===== src/rtl/ram_fifo_ctrl_pkg.sv =====
// Shared sizing defaults and port-grant encodings for the RAM-backed stream FIFO.
// Used by the controller and the bench.
package ram_fifo_ctrl_pkg;
  localparam int DEF_DATA_W = 8;
  localparam int DEF_ADDR_W = 4;
  localparam int DEF_DEPTH  = 2**DEF_ADDR_W;

  typedef enum logic [1:0] {
    GNT_IDLE = 2'd0,
    GNT_WR   = 2'd1,
    GNT_RD   = 2'd2
  } gnt_e;
endpackage


===== src/rtl/ram_fifo_ctrl_out_stage.sv =====
// One-entry output register that holds the FIFO head.
// It is loaded from RAM read data and drained through the out_valid/out_ready handshake.
module fifo_out_stage #(
  parameter int DATA_W = 8
) (
  input  logic              clk,
  input  logic              reset,
  input  logic              load,
  input  logic [DATA_W-1:0] ld_data,
  input  logic              out_ready,
  output logic              out_valid,
  output logic [DATA_W-1:0] out_data
);
  // A load never lands on an unconsumed word: the read that produced it was only granted
  // once the register was free or being drained.
  always_ff @(posedge clk or posedge reset) begin
    if (reset) begin
      out_valid <= 1'b0;
      out_data  <= '0;
    end else if (load) begin
      out_valid <= 1'b1;
      out_data  <= ld_data;
    end else if (out_ready) begin
      out_valid <= 1'b0;
    end
  end
endmodule


===== src/rtl/ram_fifo_ctrl.sv =====
// Stream FIFO controller that owns the single port of an external synchronous RAM.
// It holds the pointers, the occupancy count, write/read arbitration and the output register.
module ram_fifo_ctrl
  import ram_fifo_ctrl_pkg::*;
#(
  parameter int DATA_W = DEF_DATA_W,
  parameter int ADDR_W = DEF_ADDR_W,
  parameter int DEPTH  = 2**ADDR_W
) (
  input  logic              clk,
  input  logic              reset,
  input  logic              in_valid,
  output logic              in_ready,
  input  logic [DATA_W-1:0] in_data,
  output logic              out_valid,
  input  logic              out_ready,
  output logic [DATA_W-1:0] out_data,
  output logic [ADDR_W:0]   count,
  output logic              full,
  output logic              empty,
  output logic              ram_we,
  output logic              ram_re,
  output logic [ADDR_W-1:0] ram_addr,
  output logic [DATA_W-1:0] ram_din,
  input  logic [DATA_W-1:0] ram_dout
);
  logic [ADDR_W-1:0] wr_ptr, rd_ptr;
  logic              rd_pend, last_wr;
  logic              wr_req, rd_req;
  gnt_e              gnt;

  // Occupancy alone decides full/empty, so pointer equality is never ambiguous.
  assign full   = (count == (ADDR_W+1)'(DEPTH));
  assign empty  = (count == '0) && !out_valid && !rd_pend;
  assign wr_req = in_valid && !full;
  assign rd_req = (count != '0) && !rd_pend && (!out_valid || out_ready);

  // When both sides ask, the side that did not win last time gets the port.
  always_comb begin
    gnt = GNT_IDLE;
    if (!reset) begin
      if (wr_req && rd_req) gnt = last_wr ? GNT_RD : GNT_WR;
      else if (wr_req)      gnt = GNT_WR;
      else if (rd_req)      gnt = GNT_RD;
    end
  end

  assign ram_we   = (gnt == GNT_WR);
  assign ram_re   = (gnt == GNT_RD);
  assign in_ready = ram_we;
  assign ram_addr = ram_we ? wr_ptr : rd_ptr;
  assign ram_din  = in_data;

  always_ff @(posedge clk or posedge reset) begin
    if (reset) begin
      wr_ptr  <= '0;
      rd_ptr  <= '0;
      count   <= '0;
      rd_pend <= 1'b0;
      last_wr <= 1'b0;
    end else begin
      rd_pend <= (gnt == GNT_RD);
      case (gnt)
        GNT_WR: begin
          wr_ptr  <= wr_ptr + 1'b1;
          count   <= count + 1'b1;
          last_wr <= 1'b1;
        end
        GNT_RD: begin
          rd_ptr  <= rd_ptr + 1'b1;
          count   <= count - 1'b1;
          last_wr <= 1'b0;
        end
        default: ;
      endcase
    end
  end

  fifo_out_stage #(.DATA_W(DATA_W)) u_out (
    .clk      (clk),
    .reset    (reset),
    .load     (rd_pend),
    .ld_data  (ram_dout),
    .out_ready(out_ready),
    .out_valid(out_valid),
    .out_data (out_data)
  );
endmodule


===== config.mk =====
export PLATFORM = sky130hd
export DESIGN_NAME = ram_fifo_ctrl
export DESIGN_NICKNAME = d
export VERILOG_FILES = /design/src/rtl/ram_fifo_ctrl_pkg.sv /design/src/rtl/ram_fifo_ctrl_out_stage.sv /design/src/rtl/ram_fifo_ctrl.sv
export SDC_FILE = /design/constraint.sdc
export NUM_CORES = 1
export LEC_CHECK = 0
export CAP_MARGIN = 40
export CORE_MARGIN = 3
export CORE_UTILIZATION = 49
export CTS_BUF_LIST = sky130_fd_sc_hd__clkbuf_8
export CTS_CLUSTER_SIZE = 24
export DETAILED_ROUTE_END_ITERATION = 16
export PLACE_DENSITY = 0.94
export SYNTH_ARGS = -nofsm -noshare
export SYNTH_HDL_FRONTEND = slang
export SYNTH_HIERARCHICAL = 1
export SYNTH_SLANG_ARGS = --single-unit

===== constraint.sdc =====
create_clock -name clk -period 5.65 [get_ports clk]
set_input_delay 0.8475 -clock clk [delete_from_list [all_inputs] [get_ports clk]]
set_output_delay 0.8475 -clock clk [all_outputs]
set_load 0.05 [all_outputs]

==> impl_results.md <==
- Status: completed
- Area added between synthesis and finish: 25.2%
- Initial antenna violation count: 0
- CP Class: input port to output port
- Post-synth EDFFs: 0
- Wire per inst: 16.4 µm
- Most used DFF post-synth: dfrtp_1
- # rows: 18
- Startpoint types: input port
- Max Transition Viols Final: 0
- Area contributors post-synth: dfrtp_1, mux2_4, ha_1, buf_4, mux2_2
- CTS tree: done
- Pin count of the biggest net entering global routing: 18
- # H-tree levels: 1
- Slew HR: 58.7%
- Clk slew on worst S/H paths: roughly 80 ps
- Setup_tns: 0 ps
- Commonest non-fill, non-tap cell in the layout: clkdlybuf4s50_1
- Clk Latency, worst-skew pair: 260 ps
- Post-Syn Area: approximately 0.0013 mm²
- Mapped Nets: about 140
- Total die area: 0.00342 mm²
- Crit path max-delay cell type: clkdlybuf4s50_1
- Synth Register Bits: 24
- Max-cap violation count: 0
- Setup bufs post-CTS: 0
- Arr. time, crit path: between 3000 and 4000 ps
- Cts hold-fix bufs: 0
- Yosys cell types: 35
- Worst Path Required: 4800 ps
- Crit end category: output port
- Syn Inst Count: 114
- Crit path cell chain: clkdlybuf4s50_1 -> inv_1 -> and4_1 -> ha_1 -> mux2_2 -> clkdlybuf4s50_1
- Clock tree sinks: 24
- Nets: 168
- Synth warn: 6
- Most frequent CP cell: clkdlybuf4s50_1
- Avg Cell Area, Syn: 11.8 µm²
- RePlAce Congestion: 0.731
- Fin. Hold Viols: 0
- Root Buffer: clkbuf_8
- Input/output buffers: 34
- CP delay by family, top: buffers and inverters
- Synth async-reset ratio: 100%
- DR pass1 iterations: 4
- Worst path bufs/invs: 3
- Fin area: 0.00169 mm²
- Final worst path period share: ~78%
- Synth area leader: dfrtp_1
- Setup Skew: 3.41 ps
- Num CTS Buffers: 3
- Final setup viols: 0
- Die Y-Extent: 58.5 µm
- CTS Buffer Depth: 2
- Fin crit period: 4410 ps
- DRT Wirelength: 2.78 mm
- Worst Max-Slew Pin Slew: 619 ps
- Initial Util: 53.0%
- First-pass GRT wire length: 4.89 mm
- HP Class: flip-flop to flip-flop
- Fraction of layout cells with a size suffix above 1: between 15 and 20%
- Commonest non-fill, non-tap cells in the layout: clkdlybuf4s50_1, dfrtp_1, inv_1
- Routed Antenna Nets: 0
- DRT iter0 DRCs: 16
- Post-synth top area share: 44.5%
- Horiz. Die Dim: between 50 and 60 µm
- Vias in the first global route: about 1.0k
- # DRC: 0
- RSZ-0062 raised after global routing: false
- Slowest cell delay on critical path: 700 ps
- ANT cells: 0
- Grt total ovfl: 0
- Post_cts resized: 0
- Area after DPL: 0.00163 mm²
- Post-synthesis sequential area ratio: 44.5%
- Crit path max fanout: 17
- Fmax: 227 MHz
- Vias per inst: 5.43
- Core area: around 0.0025 mm²
- Vias: ~920
- HPWL after DPL: 2.17 mm
- GRT Resource Usage Total: 18.9%
- # IOs: 51
==> final cells by class <==
type / count / area (µm²)
Clock buffer: 4 / 55.1
Fill cell: 198 / 856
Sequential cell: 24 / 601
Timing Repair Buffer: 34 / 340
Inverter: 11 / 41.3
Multi-Input combinational cell: 66 / 614
Tap cell: 30 / 37.5
==> logic make-up (layout without fill, tap and decap cells) <==
family | Yosys count | count (layout) | synth area share, %
and+or+nand+nor | 20 | 20 | 9.56
AOI/OAI and AO/OA | 14 | 14 | 7.51
buffers and inverters | 24 | 49 | 9.93
muxes | 15 | 15 | 14.7
adders and majority gates | 8 | 8 | 7.98
xor gates and xnor gates | 9 | 9 | 5.84
DFF | 24 | 24 | 44.5
==> path summary, 6_finish.rpt <==
check	from	cells past startpoint	end	slack [ps]
setup / recovery	reset	6	ram_addr[1]	1240
hold / removal	wr_ptr[3]	1	wr_ptr[3]	480
setup reg to reg	rd_pend	10	count[4]	2610
hold reg to reg	wr_ptr[3]	1	wr_ptr[3]	480
max in group asynchronous	reset	2	wr_ptr[0]	4230
min in group asynchronous	reset	2	u_out/out_data[2]	900
==> cells in the mapped netlist, drive strengths merged (2+ instances only) <==
cell,n
a21oi,2
nand4,3
ha,7
xor2,4
buf,12
nor2,2
dfrtp,24
mux2,14
nand2,6
nor2b,2
a21o,4
xnor2,5
o211ai,2
inv,11
o21ai,2
==> metrics by stage <==
stage	instances	util [%]	worst slack [ps]	hold WS [ps]
floorplan	114	-	2020	440
global placement	165	64.2	1320	461
detailed placement	165	64.2	1200	465
CTS	169	66.4	1190	477
global route	169	66.4	1030	486
finish	169	66.4	1240	477
==> state kept, by name, indices dropped and copies added, names as in the netlist <==
| signal | cells |
|---|---|
| rd_pend | 1 |
| u_out/out_valid | 1 |
| wr_ptr | 4 |
| rd_ptr | 4 |
| u_out/out_data | 8 |
| last_wr | 1 |
| count | 5 |
==> per-layer routing <==
| layer | global-route usage [%] | vias up | routed length (µm) |
|---|---|---|---|
| met1 | 23.1 | 444 | 1140 |
| met5 | 0 | - | 0 |
| li1 | - | 429 | - |
| met2 | 32.7 | 38 | 1420 |
| met3 | 3.95 | 6 | 186 |
| met4 | 6.95 | 0 | 29 |
Power is not shown: default switching activity piles up to over one toggle a cycle in this logic, so the estimate is an artifact.
